`src/rtl/digit_serial_addsub_if.sv`:
```
// Operand/result bundle between an operand-producing controller (master)
// and the digit-serial adder/subtractor (slave).
interface digit_serial_addsub_if #(
    parameter int WIDTH = 16
);
    logic             start;
    logic             sub;
    logic [WIDTH-1:0] a;
    logic [WIDTH-1:0] b;
    logic             cin;
    logic             busy;
    logic             done;
    logic [WIDTH-1:0] sum;
    logic             cout;
    logic             ovf;

    modport master (
        output start, sub, a, b, cin,
        input  busy, done, sum, cout, ovf
    );

    modport slave (
        input  start, sub, a, b, cin,
        output busy, done, sum, cout, ovf
    );
endinterface

```
`src/rtl/digit_serial_addsub.sv`:
```
// Multi-cycle adder/subtractor: one DIGIT-bit slice per clock, LS digit first,
// carry rippled between cycles through c_q. Subtract runs as a + ~b + ~cin.
module digit_serial_addsub #(
    parameter int WIDTH = 16,
    parameter int DIGIT = 4
) (
    input logic clk,
    input logic rst_n,
    digit_serial_addsub_if.slave bus
);
    localparam int NDIG = WIDTH / DIGIT;
    localparam int CW   = (NDIG > 1) ? $clog2(NDIG) : 1;
    localparam logic [CW-1:0]    LAST       = CW'(NDIG - 1);
    localparam logic [WIDTH-1:0] DIGIT_MASK = WIDTH'({DIGIT{1'b1}});

    typedef enum logic [1:0] {IDLE, RUN, DONE} state_t;

    state_t           state_q;
    logic [WIDTH-1:0] a_q;
    logic [WIDTH-1:0] b_q;
    logic [WIDTH-1:0] sum_q;
    logic             c_q;
    logic             cout_q;
    logic             ovf_q;
    logic             busy_q;
    logic             done_q;
    logic [CW-1:0]    cnt_q;

    int               shift;
    logic [DIGIT-1:0] aDigit;
    logic [DIGIT-1:0] bDigit;
    logic [DIGIT:0]   digitSum;
    logic [WIDTH-1:0] sum_d;
    logic             ovf_d;

    // Overflow uses the sign rule on the top digit, which equals carry-into-MSB
    // XOR carry-out; it is only consumed when the top digit is processed.
    always_comb begin
        shift    = int'(cnt_q) * DIGIT;
        aDigit   = DIGIT'(a_q >> shift);
        bDigit   = DIGIT'(b_q >> shift);
        digitSum = {1'b0, aDigit} + {1'b0, bDigit} + {{DIGIT{1'b0}}, c_q};
        sum_d    = (sum_q & ~(DIGIT_MASK << shift))
                 | (WIDTH'(digitSum[DIGIT-1:0]) << shift);
        ovf_d    = (aDigit[DIGIT-1] ~^ bDigit[DIGIT-1])
                 & (digitSum[DIGIT-1] ^ aDigit[DIGIT-1]);
    end

    always_ff @(posedge clk) begin
        if (!rst_n) begin
            state_q <= IDLE;
            a_q     <= '0;
            b_q     <= '0;
            c_q     <= 1'b0;
            cnt_q   <= '0;
            sum_q   <= '0;
            cout_q  <= 1'b0;
            ovf_q   <= 1'b0;
            busy_q  <= 1'b0;
            done_q  <= 1'b0;
        end else begin
            case (state_q)
                IDLE, DONE: begin
                    done_q <= 1'b0;
                    if (bus.start) begin
                        a_q     <= bus.a;
                        b_q     <= bus.sub ? ~bus.b : bus.b;
                        c_q     <= bus.sub ^ bus.cin;
                        cnt_q   <= '0;
                        busy_q  <= 1'b1;
                        state_q <= RUN;
                    end else begin
                        state_q <= IDLE;
                    end
                end
                RUN: begin
                    sum_q <= sum_d;
                    c_q   <= digitSum[DIGIT];
                    if (cnt_q == LAST) begin
                        cout_q  <= digitSum[DIGIT];
                        ovf_q   <= ovf_d;
                        busy_q  <= 1'b0;
                        done_q  <= 1'b1;
                        state_q <= DONE;
                    end else begin
                        cnt_q <= cnt_q + CW'(1);
                    end
                end
                default: state_q <= IDLE;
            endcase
        end
    end

    assign bus.busy = busy_q;
    assign bus.done = done_q;
    assign bus.sum  = sum_q;
    assign bus.cout = cout_q;
    assign bus.ovf  = ovf_q;
endmodule

```
`src/flat_wrapper.sv`:
```
// flat-port wrapper written by rule: the top's interface ports become plain ports
module digit_serial_addsub_flat 
#(
    parameter int WIDTH = 16,
    parameter int DIGIT = 4
)
  (clk, rst_n, bus_start, bus_sub, bus_a, bus_b, bus_cin, bus_busy, bus_done, bus_sum, bus_cout, bus_ovf);
  digit_serial_addsub_if #(.WIDTH(WIDTH)) bus_i ();
  input logic clk;
  input logic rst_n;
  input wire logic [$bits(bus_i.start)-1:0] bus_start;
  input wire logic [$bits(bus_i.sub)-1:0] bus_sub;
  input wire logic [$bits(bus_i.a)-1:0] bus_a;
  input wire logic [$bits(bus_i.b)-1:0] bus_b;
  input wire logic [$bits(bus_i.cin)-1:0] bus_cin;
  output wire logic [$bits(bus_i.busy)-1:0] bus_busy;
  output wire logic [$bits(bus_i.done)-1:0] bus_done;
  output wire logic [$bits(bus_i.sum)-1:0] bus_sum;
  output wire logic [$bits(bus_i.cout)-1:0] bus_cout;
  output wire logic [$bits(bus_i.ovf)-1:0] bus_ovf;
  assign bus_i.start = bus_start;
  assign bus_i.sub = bus_sub;
  assign bus_i.a = bus_a;
  assign bus_i.b = bus_b;
  assign bus_i.cin = bus_cin;
  assign bus_busy = bus_i.busy;
  assign bus_done = bus_i.done;
  assign bus_sum = bus_i.sum;
  assign bus_cout = bus_i.cout;
  assign bus_ovf = bus_i.ovf;
  digit_serial_addsub #(.WIDTH(WIDTH), .DIGIT(DIGIT)) u_core (.clk(clk), .rst_n(rst_n), .bus(bus_i));
endmodule
```
`config.mk`:
```
export PLATFORM = sky130hd
export DESIGN_NAME = digit_serial_addsub_flat
export DESIGN_NICKNAME = d
export VERILOG_FILES = /design/src/rtl/digit_serial_addsub_if.sv /design/src/rtl/digit_serial_addsub.sv /design/src/flat_wrapper.sv
export SDC_FILE = /design/constraint.sdc
export NUM_CORES = 1
export LEC_CHECK = 0
export ABC_CLOCK_PERIOD_IN_PS = 2900
export CORE_ASPECT_RATIO = 0.75
export CORE_MARGIN = 2
export CORE_UTILIZATION = 30
export DETAILED_ROUTE_END_ITERATION = 10
export GPL_TIMING_DRIVEN = 0
export PLACE_DENSITY = 0.53
export SETUP_SLACK_MARGIN = 0.4
export SLEW_MARGIN = 25
export SYNTH_ARGS = -nofsm -noshare
export SYNTH_HDL_FRONTEND = slang
export SYNTH_SLANG_ARGS = --single-unit
```
`constraint.sdc`:
```
create_clock -name clk -period 2.9 [get_ports clk]
set_clock_uncertainty 0.05 [all_clocks]
set_input_delay 0.58 -clock clk [delete_from_list [all_inputs] [get_ports clk]]
set_output_delay 0.58 -clock clk [all_outputs]
set_load 0.01 [all_outputs]
```
== Word-level counts from Yosys, hierarchy flattened ==
Index checks and enable logic that the tools add are counted.

* Flip-flop bits (word level): 57
* Input port bits: 37
* Logic and storage cells: 54

* Add/sub/neg operators: 3
* Equal/unequal tests: 6
* Shift operators: 4
* Muxes and demuxes: 14
* Bitwise gates (word level): 8
* Reduce and logical (&&, ||, !) cells: 9

{| class="wikitable"
|+ Operators by type and width
! cell !! count
|-
| inverter 16 bit || 2
|-
| right shift 16 x 4 -> 4 bit || 2
|-
| AND 16 bit || 1
|-
| two-way mux 16 bit || 1
|-
| OR 16 bit || 1
|-
| << shifter 4 x 4 -> 16 bit || 1
|-
| << shifter 4 x 4 -> 16 bit, first input constant || 1
|-
| one-hot mux 2 bit (2 select lines) || 2
|-
| AND reduction 2 bit || 4
|-
| two-way mux 2 bit || 3
|-
| one-hot mux 1 bit (2 select lines) || 3
|-
| AND reduction 3 bit || 2
|-
| adder 4 x 4 -> 5 bit || 1
|-
| adder 5 x 1 -> 5 bit || 1
|-
| two-way mux 1 bit || 5
|-
| == test 2 bit, second input constant || 2
|-
| inequality test 2 bit, second input constant || 2
|-
| adder 2 x 1 -> 2 bit, second input constant || 1
|-
| == test 2 x 1 -> 1 bit, second input constant || 1
|-
| zero test 2 bit || 1
|-
| inequality test 2 x 1 -> 1 bit, second input constant || 1
|-
| nonzero test 2 bit || 1
|-
| OR reduction 2 bit || 1
|-
| bitwise XOR 1 bit || 2
|-
| other kinds (2) || 2
|}

== Depth between registers and ports, before layout ==
* Depth after elaboration: 5
* Mapped depth: 7

== Worst setup path after synthesis ==
Ideal clock, no wire load.

* Kind: register to register
* Start: register u_core.cnt_q[0]
* End: register u_core.cout_q (netlist: u_core.bus.cout)
* Arrival time: 2.465 ns
* Setup slack: 0.251 ns
* Cell stages (with the launch flop): 8
* Buffers on the path: 1
* Cells stage by stage: dfxtp_1 > buf_4 > mux4_2 > fa_1 > fa_1 > a21o_1 > a211oi_1 > a211oi_1

* Word-level cells in the longest chain between the ends: 3

{| class="wikitable"
|+ Ends and longest elaborated chain
! item !! line !! RTL
|-
| start: declaration || digit_serial_addsub.sv:27 || <nowiki>logic [CW-1:0] cnt_q;</nowiki>
|-
| start signal: assignment || digit_serial_addsub.sv:86 || <nowiki>cnt_q <= cnt_q + CW'(1);</nowiki>
|-
| right shift 16 x 4 -> 4 bit, on equally long branches || digit_serial_addsub.sv:40, digit_serial_addsub.sv:41 ||
|-
| adder 4 x 4 -> 5 bit || digit_serial_addsub.sv:42 || <nowiki>digitSum = {1'b0, aDigit} + {1'b0, bDigit} + {{DIGIT{1'b0}}, c_q};</nowiki>
|-
| adder 5 x 1 -> 5 bit || digit_serial_addsub.sv:42 ||
|-
| end signal: assignment || digit_serial_addsub.sv:80 || <nowiki>cout_q <= digitSum[DIGIT];</nowiki>
|-
| end: declaration || digit_serial_addsub.sv:23 || <nowiki>logic cout_q;</nowiki>
|}

Parallel ways exist; a longest one is shown, timed or not.
A chain may end at the register's enable or synchronous reset.

== Worst setup path after layout ==
Ends and elaborated chain as after synthesis.

==> flow_summary_export.csv <==
group,metric,value,unit
run_status,status,"finished, final reports clean",
min_path,holdPathEnd,"u_core.a_q[6]",
cells_and_area,syn_to_final_growth,41.19,%
timing,setup_viol,0,
grt,grt_pass1_wl,11300,µm
die,core,8418,µm²
flow_run,drv_cap,0,
routing,wl_met1,3479,µm
timing,tightest_slew,0.5821,ns
critical_path,slowest_delay,0.51,ns
critical_path,cpMaxStageDelayCell,"mux4_2",
placed_design,port_buffers,55,
routing,routed.top_layer,"met4",
grt,overflow,0,
pwr,intPower,1705,µW
pwr,seq_power_share,38.1,%
routing,drt_iter0_drc,110,
critical_path,r2r_end,"u_core.bus.cout",
routing,route.vias.total,2212,
min_path,hp-start,"u_core.a_q[6]",
routing,wl_met2,2923,µm
yosys,syn-num-nets,321,
cells_and_area,drive_gt1_share,12.57,%
timing,whs,0.4048,ns
critical_path,path_cells,"buf_12, mux4_2, fa_2, fa_2, a21o_1, a211oi_2, a211oi_1",
die,die_area,9383,µm²
yosys,ys_seq_elements,57,
timing,rsz0062_at_grt,"yes",
critical_path,cp_common_cell,"fa_2",
routing,antenna_left,0,
yosys,synth_area,2585,µm²
clocking,htreeDepth,3,
critical_path,rrSetupSlack,0.41,ns
yosys,seq_area_frac_synth,44.14,%
clocking,clockBufferDepth,2,
die,ios,57,
routing,wl_met3,478,µm
pwr,p_leak,0.001330,µW
placed_design,globalplace.congestion,0.7666,
critical_path,path_max_fanout,6,
critical_path,critPathLaunchType,"flop",
routing,avgViaCountPerCell,4.830,
clocking,cts.sinks,57,
critical_path,worst-r2r-cell-count,7,
clocking,cts_buffers,9,
pwr,ir_worst_vdd,0.0002239,V
timing,period_needed,2.494,ns
pwr,pwr-share-comb,15.3,%
cells_and_area,most-common-layout-cells,"55 x clkdlybuf4s50_1, 55 x dfxtp_1, 39 x nand2_1",
placed_design,dp_hpwl,5028,µm
pwr,clkPwrFrac,46.6,%
timing,max_freq,401.0,MHz
timing,fin_setup_tns,0,ns
critical_path,cp-end-kind,"flop",
yosys,syn-mean-instance-area,9.400,µm²
clocking,clk_pin_slew,0.05,ns
die,rows,29,
cells_and_area,fin_util,43.36,%
timing,min_period_over_period,85.99,%
critical_path,cp_data_required_time,3.04,ns
routing,routed_wirelength,6954,µm
pwr,p_per_area,617.7,nW/µm²
clocking,cts-root-buf,"clkbuf_16",
cells_and_area,final_nets,392,
die,start_util,30.71,%
routing,wl_per_cell,15.18,µm
clocking,cts_tree,"yes",
timing,slew_violations,0,
cells_and_area,fillCellCount,842,
grt,antenna_found_initial,0,
clocking,hold_buffers,0,
yosys,yosys.cell_types.count,32,
timing,slew_headroom,61.19,%
die,die_h,84.39,µm
grt,grt_max_degree,11,
die,die_w,111.2,µm
critical_path,worstReg2RegStart,"u_core.cnt_q[0]",
placed_design,dp_slack,0.09337,ns
timing,hold_viol,0,
critical_path,cp.arrival,2.63,ns
min_path,min_path_type,"flop to flop",
pwr,power.switching,550.0,µW
min_path,hold_depth,2,
grt,first_global_vias,2235,
routing,drc,0,
grt,grt_usage,15.51,%
pwr,swShare,24.39,%
routing,firstDrtPassIters,6,
cells_and_area,diodes,0,
timing,layout_setup_ws,0.4062,ns
yosys,yosys_warnings,0,
clocking,clock_latency,0.33,ns
critical_path,crit_type,"flop to flop",
yosys,syn_inst,275,
-- metal layers --
metal	up-vias	global-route usage (%)
li1	1111	-
met1	1029	21.10
met2	67	22.95
met3	5	5.993
met4	0	4.602
met5	-	0
-- registers in the layout (all words and copies together) (netlist names) --
name / count
u_core.bus.cout: 1
u_core.bus.busy: 1
u_core.cnt_q: 2
u_core.c_q: 1
u_core.bus.ovf: 1
u_core.state_q: 2
u_core.bus.done: 1
u_core.bus.sum: 16
u_core.a_q: 16
u_core.b_q: 16
-- critical path: cells and delay by family (launching register included) --
family          cells  cell delay, ns
compound gates      3            0.53
fa+ha+maj           2            0.79
buf+inv             1            0.12
flops               1            0.35
mux                 1            0.51
-- timing repair --
item / CTS / global route
gates resized for setup: 8 / 2
setup endpoints to repair: 11 / 11
setup buffers: 4 / 1
-- worst max-delay path by stage --
| stage | from | to | slack, ns | cells past startpoint |
|---|---|---|---|---|
| 2_1_floorplan | u_core.cnt_q[0] | u_core.bus.cout | 0.42 | 7 |
| 3_3_place_gp | u_core.cnt_q[1] | u_core.bus.sum[2] | 0.11 | 7 |
| 3_5_place_dp | u_core.cnt_q[1] | u_core.bus.sum[10] | 0.09 | 7 |
| 4_1_cts | u_core.cnt_q[0] | u_core.bus.cout | 0.41 | 7 |
| 5_1_grt | u_core.cnt_q[0] | u_core.bus.cout | 0.33 | 7 |
| 6_report | u_core.cnt_q[0] | u_core.bus.cout | 0.41 | 7 |
-- power groups by stage --
| stage | clock, µW | sequential [µW] | combinational, µW |
|---|---|---|---|
| 3_3_place_gp | 0 | 874 | 322 |
| 5_1_grt | 1100 | 862 | 381 |
| 6_report | 1050 | 858 | 346 |
| 2_1_floorplan | 0 | 870 | 195 |
| 4_1_cts | 1070 | 857 | 345 |
| 3_5_place_dp | 0 | 875 | 329 |
-- Yosys cell counts --
master,count,area (µm²)
a2111o_1,1,11.26
a211oi_1,19,142.6
a21boi_1,1,7.510
a21o_1,1,7.510
a21oi_1,23,115.1
a22oi_1,12,90.09
and3b_1,1,8.760
and4b_1,1,10.01
and4bb_1,2,25.02
buf_2,4,20.02
buf_4,2,15.01
clkbuf_1,15,56.30
dfxtp_1,57,1141
fa_1,2,40.04
ha_1,7,87.58
inv_1,3,11.26
inv_2,2,7.510
mux4_2,8,180.2
nand2_1,39,146.4
nand2b_1,2,12.51
nand3_1,8,40.04
nand3b_1,4,30.03
nor2_1,31,116.4
nor2b_1,2,12.51
nor3b_1,1,7.510
nor4b_2,1,15.01
o211ai_2,1,12.51
o31ai_1,5,37.54
or3b_1,1,8.760
or4bb_1,1,11.26
xnor2_1,16,140.1
xor2_1,2,17.52
-- logic make-up (layout without fill, tap and decap cells) --
| logic type | Yosys count | in the layout | share of synthesized area, % |
|---|---|---|---|
| AND/OR/NAND/NOR | 94 | 94 | 17.18 |
| AO/OA/AOI/OAI | 63 | 63 | 16.41 |
| flip-flops | 57 | 57 | 44.14 |
| buffers and inverters | 26 | 101 | 4.259 |
| XOR/XNOR | 18 | 18 | 6.099 |
| adder cells (fa/ha/maj) | 9 | 9 | 4.937 |
| multiplexers | 8 | 8 | 6.970 |
-- area by class of cell --
type	instances	area [µm²]	area share [%]
inverters	5	18.77	0.5142
plain buffers	21	110.1	3.017
clock inverters	3	40.04	1.097
multi-input cells	192	1355	37.13
clock buffers	12	256.5	7.028
flip-flops and latches	57	1146	31.40
repair buffers	60	588.1	16.11
well taps	108	135.1	3.702
-- stage by stage --
stage | instance area, µm² | power [µW] | std cells
floorplan | 2592 | 1065 | 275
global placement | 3278 | 1196 | 438
detailed placement | 3278 | 1204 | 438
CTS | 3635 | 2272 | 457
global route | 3650 | 2347 | 458
finish | 3650 | 2255 | 458
No activity file was read; power rests on OpenSTA's default activity.
